File: config.mk
export PLATFORM = sky130hd
export DESIGN_NAME = busmaster030_flat
export DESIGN_NICKNAME = d
export VERILOG_FILES = /design/src/rtl/busmaster030_pkg.sv /design/src/rtl/busmaster030_if.sv /design/src/rtl/busmaster030_lanes.sv /design/src/rtl/busmaster030.sv /design/src/flat_wrapper.sv
export SDC_FILE = /design/constraint.sdc
export NUM_CORES = 1
export LEC_CHECK = 0
export CAP_MARGIN = 5
export CORE_ASPECT_RATIO = 0.7
export CORE_MARGIN = 2
export CORE_UTILIZATION = 40
export DETAILED_ROUTE_END_ITERATION = 8
export PLACE_DENSITY = 0.71
export RECOVER_POWER = 25
export SYNTH_ARGS = -nofsm -noshare
export SYNTH_HDL_FRONTEND = slang
export SYNTH_SLANG_ARGS = --single-unit
File: constraint.sdc
create_clock -name sysClk -period 5 [get_ports sysClk]
set_clock_uncertainty 0.05 [all_clocks]
set_input_delay 1 -clock sysClk [delete_from_list [all_inputs] [get_ports sysClk]]
set_output_delay 1 -clock sysClk [all_outputs]
set_load 0.005 [all_outputs]
File: src/rtl/busmaster030_pkg.sv
// ---------------------------------------------------------------------------
// wrap030_bus_pkg : shared types and encodings for the 68030-style bus master
// Rev 1.0
// ---------------------------------------------------------------------------
`default_nettype none

package wrap030_bus_pkg;

  typedef enum logic [2:0] {
    ST_IDLE   = 3'd0,
    ST_ADDR   = 3'd1,
    ST_ASSERT = 3'd2,
    ST_WAIT   = 3'd3,
    ST_NEGATE = 3'd4,
    ST_DONE   = 3'd5
  } state_t;

  localparam logic [1:0] SIZ_LONG    = 2'b00;
  localparam logic [1:0] SIZ_BYTE    = 2'b01;
  localparam logic [1:0] SIZ_WORD    = 2'b10;
  localparam logic [1:0] SIZ_ILLEGAL = 2'b11;

  localparam logic [1:0] DSACK_32   = 2'b00;
  localparam logic [1:0] DSACK_16   = 2'b01;
  localparam logic [1:0] DSACK_8    = 2'b10;
  localparam logic [1:0] DSACK_NONE = 2'b11;

  // Port width in bytes; 0 means no acknowledge present.
  function automatic logic [2:0] dsack_width(input logic [1:0] ndsack);
    case (ndsack)
      DSACK_32: dsack_width = 3'd4;
      DSACK_16: dsack_width = 3'd2;
      DSACK_8:  dsack_width = 3'd1;
      default:  dsack_width = 3'd0;
    endcase
  endfunction

  function automatic logic [2:0] siz_bytes(input logic [1:0] siz);
    case (siz)
      SIZ_LONG: siz_bytes = 3'd4;
      SIZ_BYTE: siz_bytes = 3'd1;
      SIZ_WORD: siz_bytes = 3'd2;
      default:  siz_bytes = 3'd0;
    endcase
  endfunction

endpackage

`default_nettype wire

File: src/rtl/busmaster030_if.sv
// ---------------------------------------------------------------------------
// busmaster030_if : request/response port and 68030 bus signals
// Rev 1.0
// ---------------------------------------------------------------------------
`default_nettype none

interface busmaster030_if;

  logic        reqValid;
  logic        reqReady;
  logic        reqWrite;
  logic [31:0] reqAddr;
  logic [1:0]  reqSize;
  logic [31:0] reqData;
  logic        rspValid;
  logic [31:0] rspData;
  logic        rspErr;

  logic [31:0] busAddr;
  logic [1:0]  busSiz;
  logic        busRnW;
  logic        nAS;
  logic        nDS;
  logic [31:0] busDataOut;
  logic        busDataOe;
  logic [31:0] busDataIn;
  logic [1:0]  nDsack;
  logic        nSterm;
  logic        nBerr;

  modport master (
    input  reqValid, reqWrite, reqAddr, reqSize, reqData,
    input  busDataIn, nDsack, nSterm, nBerr,
    output reqReady, rspValid, rspData, rspErr,
    output busAddr, busSiz, busRnW, nAS, nDS, busDataOut, busDataOe
  );

  modport slave (
    output reqValid, reqWrite, reqAddr, reqSize, reqData,
    output busDataIn, nDsack, nSterm, nBerr,
    input  reqReady, rspValid, rspData, rspErr,
    input  busAddr, busSiz, busRnW, nAS, nDS, busDataOut, busDataOe
  );

endinterface

`default_nettype wire

File: src/rtl/busmaster030_lanes.sv
// ---------------------------------------------------------------------------
// busmaster030_lanes : write replication and read lane extraction per sub-cycle
// Rev 1.0
// ---------------------------------------------------------------------------
`default_nettype none

module busmaster030_lanes
  import wrap030_bus_pkg::*;
(
  input  logic [1:0]  addr_lo,
  input  logic [2:0]  rem,
  input  logic [2:0]  port_w,
  input  logic [31:0] data_in,
  input  logic [31:0] operand,
  output logic [2:0]  step,
  output logic [31:0] rd_bytes,
  output logic [31:0] wr_data
);

  logic [1:0] off;
  logic [2:0] avail;

  always_comb begin
    case (port_w)
      3'd4:    off = addr_lo;
      3'd2:    off = {1'b0, addr_lo[0]};
      default: off = 2'd0;
    endcase
    avail = port_w - {1'b0, off};
    step  = (rem < avail) ? rem : avail;

    // Left-align the first addressed lane, then keep only the bytes moved.
    rd_bytes = (data_in << {off, 3'b000}) >> {3'd4 - step, 3'b000};

    case (rem)
      3'd1:    wr_data = {4{operand[7:0]}};
      3'd2:    wr_data = {2{operand[15:0]}};
      3'd3:    wr_data = {operand[23:16], operand[23:0]};
      default: wr_data = operand;
    endcase
  end

endmodule

`default_nettype wire

File: src/rtl/busmaster030.sv
// ---------------------------------------------------------------------------
// busmaster030 : 68030-style bus initiator with dynamic bus sizing
// Rev 1.0
// ---------------------------------------------------------------------------
`default_nettype none

module busmaster030
  import wrap030_bus_pkg::*;
#(
  parameter int BUS_TIMEOUT = 255
) (
  input  logic           sysClk,
  input  logic           reset,
  busmaster030_if.master bus
);

  localparam logic [7:0] TMO_LAST = 8'(BUS_TIMEOUT - 1);

  state_t      state;
  state_t      state_nx;
  logic [31:0] addr_q;
  logic [31:0] buf_q;
  logic [2:0]  rem_q;
  logic [2:0]  step_q;
  logic        wr_q;
  logic        err_q;
  logic [7:0]  tmo_q;

  logic        illegal;
  logic [2:0]  port_w;
  logic        term_berr;
  logic        term_ok;
  logic        timed_out;
  logic        bus_quiet;
  logic [2:0]  step_n;
  logic [31:0] rd_bytes;
  logic [31:0] wr_data;

  assign illegal   = (bus.reqSize == SIZ_ILLEGAL)
                  || (bus.reqSize == SIZ_WORD && bus.reqAddr[0])
                  || (bus.reqSize == SIZ_LONG && bus.reqAddr[1:0] != 2'b00);
  assign term_berr = !bus.nBerr;
  assign port_w    = !bus.nSterm ? 3'd4 : dsack_width(bus.nDsack);
  assign term_ok   = (port_w != 3'd0);
  assign timed_out = (tmo_q >= TMO_LAST);
  assign bus_quiet = (bus.nDsack == DSACK_NONE) && bus.nSterm;

  busmaster030_lanes u_lanes (
    .addr_lo  (addr_q[1:0]),
    .rem      (rem_q),
    .port_w   (port_w),
    .data_in  (bus.busDataIn),
    .operand  (buf_q),
    .step     (step_n),
    .rd_bytes (rd_bytes),
    .wr_data  (wr_data)
  );

  always_ff @(posedge sysClk) begin
    if (reset) state <= ST_IDLE;
    else       state <= state_nx;
  end

  always_comb begin
    state_nx = state;
    case (state)
      ST_IDLE:   if (bus.reqValid) state_nx = illegal ? ST_DONE : ST_ADDR;
      ST_ADDR:   state_nx = ST_ASSERT;
      ST_ASSERT: state_nx = ST_WAIT;
      ST_WAIT:   if (term_berr || term_ok || timed_out) state_nx = ST_NEGATE;
      ST_NEGATE: if (bus_quiet) state_nx = (!err_q && rem_q != step_q) ? ST_ADDR : ST_DONE;
      ST_DONE:   state_nx = ST_IDLE;
      default:   state_nx = ST_IDLE;
    endcase

    bus.reqReady   = (state == ST_IDLE) && !reset;
    bus.rspValid   = (state == ST_DONE);
    bus.rspErr     = (state == ST_DONE) && err_q;
    bus.rspData    = (state == ST_DONE && !wr_q) ? buf_q : 32'd0;
    bus.busAddr    = addr_q;
    bus.busSiz     = rem_q[1:0];
    bus.busRnW     = !wr_q;
    bus.nAS        = !(state == ST_ASSERT || state == ST_WAIT);
    bus.nDS        = !(state == ST_WAIT || (state == ST_ASSERT && !wr_q));
    bus.busDataOe  = wr_q && (state == ST_ADDR || state == ST_ASSERT ||
                              state == ST_WAIT || state == ST_NEGATE);
    bus.busDataOut = bus.busDataOe ? wr_data : 32'd0;
  end

  // Address and count advance only when leaving NEGATE so the bus stays stable.
  always_ff @(posedge sysClk) begin
    if (reset) begin
      addr_q <= 32'd0;
      buf_q  <= 32'd0;
      rem_q  <= 3'd0;
      step_q <= 3'd0;
      wr_q   <= 1'b0;
      err_q  <= 1'b0;
      tmo_q  <= 8'd0;
    end else begin
      case (state)
        ST_IDLE: begin
          if (bus.reqValid) begin
            addr_q <= bus.reqAddr;
            rem_q  <= siz_bytes(bus.reqSize);
            wr_q   <= bus.reqWrite;
            buf_q  <= bus.reqWrite ? bus.reqData : 32'd0;
            err_q  <= illegal;
            step_q <= 3'd0;
          end
        end
        ST_ADDR:   tmo_q <= 8'd0;
        ST_ASSERT: tmo_q <= tmo_q + 8'd1;
        ST_WAIT: begin
          tmo_q <= tmo_q + 8'd1;
          if (term_berr) begin
            err_q  <= 1'b1;
            step_q <= 3'd0;
          end else if (term_ok) begin
            step_q <= step_n;
            if (!wr_q) buf_q <= (buf_q << {step_n, 3'b000}) | rd_bytes;
          end else if (timed_out) begin
            err_q  <= 1'b1;
            step_q <= 3'd0;
          end
        end
        ST_NEGATE: begin
          if (bus_quiet) begin
            addr_q <= addr_q + 32'(step_q);
            rem_q  <= rem_q - step_q;
          end
        end
        default: ;
      endcase
    end
  end

endmodule

`default_nettype wire
File: src/flat_wrapper.sv
// flat-port wrapper written by rule: the top's interface ports become plain ports
module busmaster030_flat import wrap030_bus_pkg::*;
#(
  parameter int BUS_TIMEOUT = 255
)
  (sysClk, reset, bus_reqValid, bus_reqWrite, bus_reqAddr, bus_reqSize, bus_reqData, bus_busDataIn, bus_nDsack, bus_nSterm, bus_nBerr, bus_reqReady, bus_rspValid, bus_rspData, bus_rspErr, bus_busAddr, bus_busSiz, bus_busRnW, bus_nAS, bus_nDS, bus_busDataOut, bus_busDataOe);
  busmaster030_if bus_i ();
  input  logic sysClk;
  input  logic reset;
  input wire logic [$bits(bus_i.reqValid)-1:0] bus_reqValid;
  input wire logic [$bits(bus_i.reqWrite)-1:0] bus_reqWrite;
  input wire logic [$bits(bus_i.reqAddr)-1:0] bus_reqAddr;
  input wire logic [$bits(bus_i.reqSize)-1:0] bus_reqSize;
  input wire logic [$bits(bus_i.reqData)-1:0] bus_reqData;
  input wire logic [$bits(bus_i.busDataIn)-1:0] bus_busDataIn;
  input wire logic [$bits(bus_i.nDsack)-1:0] bus_nDsack;
  input wire logic [$bits(bus_i.nSterm)-1:0] bus_nSterm;
  input wire logic [$bits(bus_i.nBerr)-1:0] bus_nBerr;
  output wire logic [$bits(bus_i.reqReady)-1:0] bus_reqReady;
  output wire logic [$bits(bus_i.rspValid)-1:0] bus_rspValid;
  output wire logic [$bits(bus_i.rspData)-1:0] bus_rspData;
  output wire logic [$bits(bus_i.rspErr)-1:0] bus_rspErr;
  output wire logic [$bits(bus_i.busAddr)-1:0] bus_busAddr;
  output wire logic [$bits(bus_i.busSiz)-1:0] bus_busSiz;
  output wire logic [$bits(bus_i.busRnW)-1:0] bus_busRnW;
  output wire logic [$bits(bus_i.nAS)-1:0] bus_nAS;
  output wire logic [$bits(bus_i.nDS)-1:0] bus_nDS;
  output wire logic [$bits(bus_i.busDataOut)-1:0] bus_busDataOut;
  output wire logic [$bits(bus_i.busDataOe)-1:0] bus_busDataOe;
  assign bus_i.reqValid = bus_reqValid;
  assign bus_i.reqWrite = bus_reqWrite;
  assign bus_i.reqAddr = bus_reqAddr;
  assign bus_i.reqSize = bus_reqSize;
  assign bus_i.reqData = bus_reqData;
  assign bus_i.busDataIn = bus_busDataIn;
  assign bus_i.nDsack = bus_nDsack;
  assign bus_i.nSterm = bus_nSterm;
  assign bus_i.nBerr = bus_nBerr;
  assign bus_reqReady = bus_i.reqReady;
  assign bus_rspValid = bus_i.rspValid;
  assign bus_rspData = bus_i.rspData;
  assign bus_rspErr = bus_i.rspErr;
  assign bus_busAddr = bus_i.busAddr;
  assign bus_busSiz = bus_i.busSiz;
  assign bus_busRnW = bus_i.busRnW;
  assign bus_nAS = bus_i.nAS;
  assign bus_nDS = bus_i.nDS;
  assign bus_busDataOut = bus_i.busDataOut;
  assign bus_busDataOe = bus_i.busDataOe;
  busmaster030 #(.BUS_TIMEOUT(BUS_TIMEOUT)) u_core (.sysClk(sysClk), .reset(reset), .bus(bus_i));
endmodule
### After elaboration in Yosys (flattened, before gate mapping)

Cells that the tools add are included.

* logic and storage cells: 121
* output and inout bits: 105
* latch bits: 0
* register bits after elaboration: 83
* bits in read-only memories: 0
* bits in writable memories: 0
* memories: 0
* bits of input ports: 106

* reductions and logical operators: 39
* equal/unequal tests: 26
* shift operators: 3
* multiplexer cells: 37
* divide/modulo/power cells: 0
* order comparisons: 2
* add/sub/neg operators: 5
* bitwise logic cells: 1
* multiply operators: 0

Operators by type and width (number)
* two-way mux 32 bit: 9
* one-hot mux 32 bit (2 select lines): 2
* one-hot mux 32 bit (3 select lines): 1
* two-way mux 3 bit: 13
* adder 32 x 3 -> 32 bit: 1
* bitwise OR 32 bit: 1
* << shifter 32 x 5 -> 32 bit: 1
* << shifter 32 x 6 -> 32 bit: 1
* right shift 32 x 6 -> 32 bit: 1
* one-hot mux 3 bit (3 select lines): 2
* one-hot mux 8 bit (2 select lines): 1
* == test 3 x 2 -> 1 bit (second input constant): 5
* one-hot mux 3 bit (5 select lines): 1
* one-hot mux 3 bit (2 select lines): 2
* == test 3 bit (second input constant): 3
* logical AND 1 bit: 9
* logical OR 1 bit: 9
* AND reduction 3 bit: 3
* adder 8 x 1 -> 8 bit (second input constant): 1
* == test 2 bit (second input constant): 4
* greater-or-equal comparator 8 bit (second input constant): 1
* nonzero test 2 bit: 4
* == test 3 x 1 -> 1 bit (second input constant): 2
* logical NOT 1 bit: 6
* other kinds (21): 30

### Longest topological paths before layout

Gate-level depths: netlist of the first run.

* depth after elaboration: 15
* depth in mapped cells: 18
* depth with buffers taken out: 13

### Cells and area by module

Synthesis of the first run repeated with hierarchy kept, for this count alone.

* cells, all modules: 1099
* area total of the unflattened synthesis: 8124.0 um^2

Modules (own cells, without submodules)
* busmaster030: cells an instance 736, seq. area each 1661.6 um^2, area each 5700.5 um^2, times used 1
* busmaster030_lanes: cells an instance 363, seq. area each 0.0 um^2, area each 2423.6 um^2, times used 1

### Least setup slack after synthesis of the first run

OpenSTA, ideal clock, no wires.

* path type: input -> register
* start: in bus_nDsack[1]
* end: reg u_core.buf_q[31]
* slack: 0.064 ns
* arrival time: 4.755 ns
* path buffers: 4
* stages on the path: 17
* path through: a21bo_2 -> buf_2 -> clkinv_1 -> clkbuf_1 -> buf_2 -> ha_1 -> fa_1 -> xor2_1 -> ha_1 -> nor2b_1 -> a311oi_4 -> mux2i_2 -> buf_6 -> mux4_2 -> nand2_1 -> o311a_1 -> o31ai_1

* word-level cells in the longest chain between the ends: 15
* elaborated cells between the ends (all ways): 23
* classes of those cells: 2 x add/sub; 1 x order compare; 5 x eq/ne; 3 x shift; 8 x mux; 1 x bitwise; 3 x reduce/logical

Ends and longest elaborated chain
* start, declared: line flat_wrapper.sv:16 `input wire logic [$bits(bus_i.nDsack)-1:0] bus_nDsack;`
* == test 2 bit, or another cell as far along: line busmaster030_pkg.sv:30 `case (ndsack)`
* one-hot mux 3 bit (3 select lines) *: line busmaster030_pkg.sv:30
* two-way mux 3 bit *: line busmaster030.sv:43 `assign port_w = !bus.nSterm ? 3'd4 : dsack_width(bus.nDsack);`
* == test 3 x 2 -> 1 bit / == test 3 bit (equally long branches): line busmaster030_lanes.sv:24 `case (port_w)`
* one-hot mux 2 bit (2 select lines): line busmaster030_lanes.sv:24
* subtractor 3 x 2 -> 3 bit: line busmaster030_lanes.sv:29 `avail = port_w - {1'b0, off};`
* < comparator 3 bit: line busmaster030_lanes.sv:30 `step = (rem < avail) ? rem : avail;`
* two-way mux 3 bit: line busmaster030_lanes.sv:30
* subtractor 3 bit: line busmaster030_lanes.sv:33 `rd_bytes = (data_in << {off, 3'b000}) >> {3'd4 - step, 3'b000};`
* right shift 32 x 6 -> 32 bit: line busmaster030_lanes.sv:33
* bitwise OR 32 bit: line busmaster030.sv:121 `if (!wr_q) buf_q <= (buf_q << {step_n, 3'b000}) | rd_bytes;`
* two-way mux 32 bit: line busmaster030.sv:121
* two-way mux 32 bit: line busmaster030.sv:119 `end else if (term_ok) begin`
* two-way mux 32 bit: line busmaster030.sv:116 `if (term_berr) begin`
* one-hot mux 32 bit (2 select lines): line busmaster030.sv:101 `case (state)`
* end signal, assigned: line busmaster030.sv:107 `buf_q <= bus.reqWrite ? bus.reqData : 32'd0;`
* end signal, assigned: line busmaster030.sv:121
* end, declared: line busmaster030.sv:22 `logic [31:0] buf_q;`

Every way passes the cells marked *; elsewhere a longest branch is shown, timed or not. The select of a mux whose other input is x is not followed.
A chain may end at the register's enable or synchronous reset.

### Worst setup path in the final report of the first run

* start: in bus_nDsack[1]
* end: reg u_core.buf_q[20]

The elaborated chain is that of the path after synthesis.

==> results.ini, run 1 <==
[status]
status=finished clean

[global_routing]
grt_start_max_net_pins=55
grt_pass1_vias=8714
track_usage_pct=31.9
grt_pass1_wl_um=50000
grt_overflow_total=0
antenna_found_initial=0

[clock_network]
path_clk_slew_ns=0.07
postCtsSetupBuffers=0
cts.repair.resized=0
cts_max_path_buffers=2
tritoncts=done
htreeDepth=3
clk_latency_ns=0.35
ctsHoldBuffers=0
clockRootBuffer=clkbuf_16
clock_sinks=83
cts_buffers=9

[synthesis]
synth_top_flop_cell=dfxtp_1
ys_seq_area_share_pct=22.1
ys_top_cells_by_count=nor2_1, nand2_1, a21oi_1
yosysMostFrequentCell=nor2_1
postSynthAreaPerCell_um2=7.13
synthArstFlopShare_pct=0
yosysTopAreaCell=dfxtp_1
synthTopCellsByArea=dfxtp_1, a21oi_1, nor2_1
yosysWarnings=0
syn-cell-area_mm2=0.00752
syn-num-nets=1174
synth_top_area_share_pct=22.1
synth_cells=1054
synth_cell_type_count=80
ys_ff_latch=83
synth_edf_count=0

[finish]
final_area_mm2=0.0104
syn_to_final_growth_pct=38.0
stdcell_count=1491
layout-drive-gt1-share_pct=9.33
nets=1370
finalCoreUtilization_pct=57.0

[place]
io_buffers=210
placed_area_mm2=0.0101
post-place-cells=1475
gp_congestion=1.04
dp_hpwl_um=24300

[floorplanning]
die_h_um=119
start_util_pct=41.3
core_area_mm2=0.0182
io_pins=211
die_area_mm2=0.0199
placementRows=41
die_width_um=168

[sta]
max_freq_mhz=210
worstMarginPinSlew_ns=0.942
setup_viol=0
finalCritPeriodShare_pct=95.4
relSlewSlack_pct=37.2
fin_crit_ns=4.77
rsz0062_at_grt=no
hold_viol_final=0
maxSlewViolCount=0
fin_tns_setup_ns=0

[setup_path]
setup.worst_path.class=in -> reg
crit_path_max_incr_delay_ns=0.53
start_kind=input pin
cp.required_ns=5.19
critPathArrivalTime_ns=4.96
crit_chain=clkdlybuf4s50_1 -> nand2_1 -> or2_2 -> ha_1 -> fa_1 -> xor2_1 -> ha_1 -> nor2b_1 -> buf_4 -> a311oi_4 -> mux2i_4 -> buf_12 -> nor3_4 -> or2_1 -> buf_4 -> a31o_1 -> a22o_1
critPathCaptureType=flop
cp_max_fo=11
slowest_stage=clkdlybuf4s50_1

[drt]
wl_um=32400
wl_per_cell_um=21.7
drc=0
drtPass1Iterations=6
via_per_inst=6.39
vias=9533
first_iter_violations=1086
drtAntennaViolNets=0

[worst_hold_path]
hold_class=reg -> reg

[flow_run]
maxCapViolCount=0

[pwr]
ir_drop_uv=242
cellPowerDensity_mw_per_mm2=410
p_leak_nw=3.93

[cells by family (layout without fill, tap and decap cells)]
kind of cell             count (synthesis)  count (layout)  synth area share (%)
AND/OR/NAND/NOR                        415             415                  26.0
AO/OA/AOI/OAI                          375             375                  34.4
buffers and inverters                  113             313                  6.23
flip-flops                              83              83                  22.1
multiplexers                            48              48                  7.86
adder cells (fa/ha/maj)                 14              14                  2.63
XOR/XNOR                                 6               6                 0.699
other                                    0               1                     0
[power by group]
| group | internal, W | total, W | leakage [nW] | switching (W) |
|---|---|---|---|---|
| Sequential | 0.000798 | 0.00112 | 0.681 | 0.000319 |
| Combinational | 0.00106 | 0.00243 | 3.11 | 0.00137 |
| Clock | 0.000401 | 0.000702 | 0.141 | 0.000301 |
| Total | 0.00226 | 0.00425 | 3.93 | 0.00199 |
[through the flow]
| step | hold WS [ns] | worst slack [ns] | total power [W] |
|---|---|---|---|
| finish | 0.429 | 0.232 | 0.00425 |
| floorplan | 0.391 | 0.0641 | 0.00242 |
| global placement | 0.409 | -0.0767 | 0.00347 |
| global route | 0.462 | 0.0170 | 0.00448 |
| CTS | 0.426 | 0.231 | 0.00420 |
| detailed placement | 0.416 | -0.132 | 0.00349 |
[worst max-delay path, delay by kind of cell]
family | cells | cell delay, ns
simple gates | 5 | 0.79
mux | 1 | 0.31
buf+inv | 4 | 1.03
xor+xnor | 1 | 0.19
fa+ha+maj | 3 | 0.92
compound gates | 3 | 0.73
[metal layers]
layer / vias to the layer above / routed length [um] / GRT usage [%]
li1: 4383 / - / -
met1: 4407 / 14400 / 46.8
met2: 682 / 12900 / 44.0
met3: 59 / 4460 / 11.3
met4: 2 / 572 / 6.63
met5: - / 81 / 3.32
[registers in the layout, indices dropped and copies added, names as in the netlist]
signal              count
u_core.tmo_q            8
u_core.step_q           3
u_core.rem_q            3
u_core.err_q            1
u_core.wr_q             1
u_core.bus.busAddr     32
u_core.buf_q           32
u_core.state            3
[layout by cell type, fill, tap and decap left out, types with 7 or more instances in the layout]
master | netlist | routed
a221oi_1 | 17 | 17
dlygate4sd3_1 | 0 | 33
nor2b_1 | 7 | 7
a211oi_1 | 30 | 30
o21ai_1 | 8 | 8
a221o_1 | 9 | 9
ha_1 | 11 | 11
o22ai_1 | 21 | 21
o31ai_1 | 8 | 8
mux4_2 | 8 | 8
a311oi_1 | 8 | 8
nor3_1 | 35 | 35
a31oi_1 | 14 | 14
nand4_1 | 7 | 7
nand2_1 | 119 | 119
clkdlybuf4s50_1 | 0 | 176
nand3_1 | 39 | 39
a22oi_1 | 7 | 7
o221ai_1 | 10 | 10
dfxtp_1 | 83 | 83
o221a_2 | 8 | 8
a21oi_1 | 90 | 90
and2_1 | 10 | 10
a22o_1 | 7 | 7
a41oi_1 | 7 | 7
and3_1 | 38 | 38
nor2_1 | 120 | 119
a21o_1 | 7 | 7
clkbuf_16 | 0 | 9
inv_1 | 19 | 19
mux2i_1 | 37 | 37
o21ai_0 | 63 | 63
buf_4 | 3 | 63
[area by class of cell]
cell class | count | area (um2)
fill | 1767 | 7840
antenna | 1 | 2.50
tap | 236 | 295
inverter | 20 | 75.1
timing repair buffer | 278 | 2640
clock inverter | 5 | 62.6
sequential | 83 | 1660
clock buffer | 10 | 239
multi-input combinational | 858 | 5400
[worst paths after layout]
| path | from | to | slack, ns | cells past startpoint |
|---|---|---|---|---|
| worst min register to register | u_core.wr_q$_SDFFE_PP0P_ | u_core.wr_q$_SDFFE_PP0P_ | 0.43 | 2 |
| worst min-delay path | u_core.wr_q$_SDFFE_PP0P_ | u_core.wr_q$_SDFFE_PP0P_ | 0.43 | 2 |
| worst max-delay path | bus_nDsack[1] | u_core.buf_q[20]$_SDFFE_PP0P_ | 0.23 | 17 |
| worst max register to register | u_core.bus.busAddr[0]$_SDFFE_PP0P_ | u_core.buf_q[20]$_SDFFE_PP0P_ | 1.15 | 16 |
Note: power is estimated with default switching activity, not from simulation.
==> run 2: changes to the inputs <==
--- a/config.mk
+++ b/config.mk
@@ -10,7 +10,7 @@
 export CORE_MARGIN = 2
 export CORE_UTILIZATION = 40
 export DETAILED_ROUTE_END_ITERATION = 8
-export PLACE_DENSITY = 0.71
+export PLACE_DENSITY = 0.69
 export RECOVER_POWER = 25
 export SYNTH_ARGS = -nofsm -noshare
 export SYNTH_HDL_FRONTEND = slang
==> constraint.sdc (replaced) <==
create_clock -name sysClk -period 5.7 [get_ports sysClk]
set_clock_uncertainty 0.05 [all_clocks]
set_input_delay 1.14 -clock sysClk [delete_from_list [all_inputs] [get_ports sysClk]]
set_output_delay 1.14 -clock sysClk [all_outputs]
set_load 0.005 [all_outputs]
==> results.ini, run 2 (synthesis gave the netlist of run 1 again) <==
[floorplanning]
die_area_mm2=0.0199
placementRows=41
die_h_um=119
die_width_um=168
core_area_mm2=0.0182
start_util_pct=41.3
io_pins=211

[clock_network]
cts_buffers=9
clockRootBuffer=clkbuf_16
cts_max_path_buffers=2
clk_latency_ns=0.35
cts.repair.resized=0
postCtsSetupBuffers=0
htreeDepth=3
tritoncts=done
ctsHoldBuffers=0
clock_sinks=83
path_clk_slew_ns=0.06

[drt]
drc=0
vias=9298
wl_per_cell_um=22.0
via_per_inst=6.41
drtAntennaViolNets=0
first_iter_violations=1250
wl_um=32000
drtPass1Iterations=6

[finish]
finalCoreUtilization_pct=55.2
diodes=0
fill_cells=1735
final_area_mm2=0.0101
nets=1331
stdcell_count=1451
final_cell_mix=clkdlybuf4s50_1, nor2_1, nand2_1
syn_to_final_growth_pct=33.8
layout-drive-gt1-share_pct=6.17
final_common_cell=clkdlybuf4s50_1

[sta]
max_freq_mhz=193
fin_crit_ns=5.18
worstMarginPinSlew_ns=2.53
finalCritPeriodShare_pct=90.8
maxSlewViolCount=53
setup_viol=0
whs_ns=0.419
fin_tns_setup_ns=0
rsz0062_at_grt=no
hold_viol_final=0
relSlewSlack_pct=-68.5

[pwr]
intPower_w=0.00186
power.clock.fraction_pct=17.9
switchingPower_w=0.00171
p_comb_share_pct=54.9
pwr-share-seq_pct=27.3
p_sw_share_pct=47.8
p_leak_nw=3.74
ir_drop_uv=205
cellPowerDensity_mw_per_mm2=355

[global_routing]
track_usage_pct=31.1
grt_pass1_vias=8534
grt_start_max_net_pins=53
antenna_found_initial=0
grt_pass1_wl_um=48900
grt_overflow_total=0

[setup_path]
cp_max_fo=20
setup.worst_path.class=in -> reg
crit_family=simple AND/OR/NAND/NOR gates
worst-path-buf-inv=2
critPathArrivalTime_ns=5.36
cp.required_ns=5.88
crit_path_max_incr_delay_ns=0.57
crit_chain=clkdlybuf4s50_1 -> nand2_1 -> or2_2 -> ha_1 -> fa_1 -> xor2_1 -> ha_1 -> nor2b_1 -> a311oi_4 -> mux2i_4 -> buf_4 -> nand2_1 -> nand2_1 -> nor4bb_1 -> or3_1
critPathCaptureType=flop
start_kind=input pin
cp_common_cell=nand2_1
slowest_stage=clkdlybuf4s50_1

[status]
violations=capacitance limit, slew limit
status=finished, violations left

[place]
placed_area_mm2=0.00976
gp_congestion=0.956
io_buffers=210
dp_hpwl_um=23600
post-place-cells=1436

[worst_hold_path]
hold_class=reg -> reg

[flow_run]
maxCapViolCount=1

[run 2: cell count changes in the layout (fill, tap and decap cells not counted), moves of 2 or more]
cell | previous run | this run
buf_12 | 3 | 1
buf_4 | 63 | 26
clkbuf_1 | 2 | 4
clkinv_2 | 0 | 2
clkinvlp_4 | 2 | 0
[run 2: power groups by stage]
stage	logic [W]	clock network, W	registers [W]
floorplan	0.00131	0	0.000813
global placement	0.00190	0	0.000966
detailed placement	0.00191	0	0.000966
CTS	0.00192	0.000638	0.000955
global route	0.00209	0.000660	0.000980
finish	0.00196	0.000637	0.000973
[run 2: path summary, 6_finish.rpt]
kind                                       from                           end  slack, ns  cells after the start
max                                  bus_nSterm  u_core.buf_q[3]$_SDFFE_PP0P_       0.52                     15
min                    u_core.wr_q$_SDFFE_PP0P_      u_core.wr_q$_SDFFE_PP0P_       0.42                      2
max reg2reg  u_core.bus.busAddr[0]$_SDFFE_PP0P_  u_core.buf_q[3]$_SDFFE_PP0P_       1.32                     14
min reg2reg            u_core.wr_q$_SDFFE_PP0P_      u_core.wr_q$_SDFFE_PP0P_       0.42                      2
[run 2: layout make-up]
cell class / count / area, um2 / share of cell area [%]
multi-input cells: 858 / 5400 / 53.7
repair buffers: 239 / 2320 / 23.1
flip-flops and latches: 83 / 1660 / 16.5
well taps: 236 / 295 / 2.94
clock buffers: 10 / 229 / 2.28
clock inverters: 5 / 78.8 / 0.784
inverters: 20 / 75.1 / 0.747
[run 2: routing by layer]
layer / up-vias / GRT usage [%] / share of wire (%)
li1: 4303 / - / -
met1: 4336 / 46.7 / 45
met4: 0 / 8.15 / 2.0
met5: - / 0 / 0
met3: 59 / 9.04 / 13
met2: 600 / 42.5 / 39
[run 2: worst reg2reg max path: stages, from the launching register on]
cell	delay, ns
dfxtp_1	0.30
clkbuf_1	0.44
a21bo_2	0.30
clkinv_1	0.06
ha_1	0.15
fa_1	0.48
ha_1	0.23
nor2b_1	0.18
a311oi_4	0.38
mux2i_4	0.40
buf_4	0.34
nand2_1	0.22
nand2_1	0.30
nor4bb_1	0.10
or3_1	0.34
[run 2: metrics by stage]
stage	worst slack, ns	power, W
floorplan	0.624	0.00212
global placement	0.328	0.00287
detailed placement	0.255	0.00288
CTS	0.585	0.00351
global route	0.323	0.00373
finish	0.524	0.00357
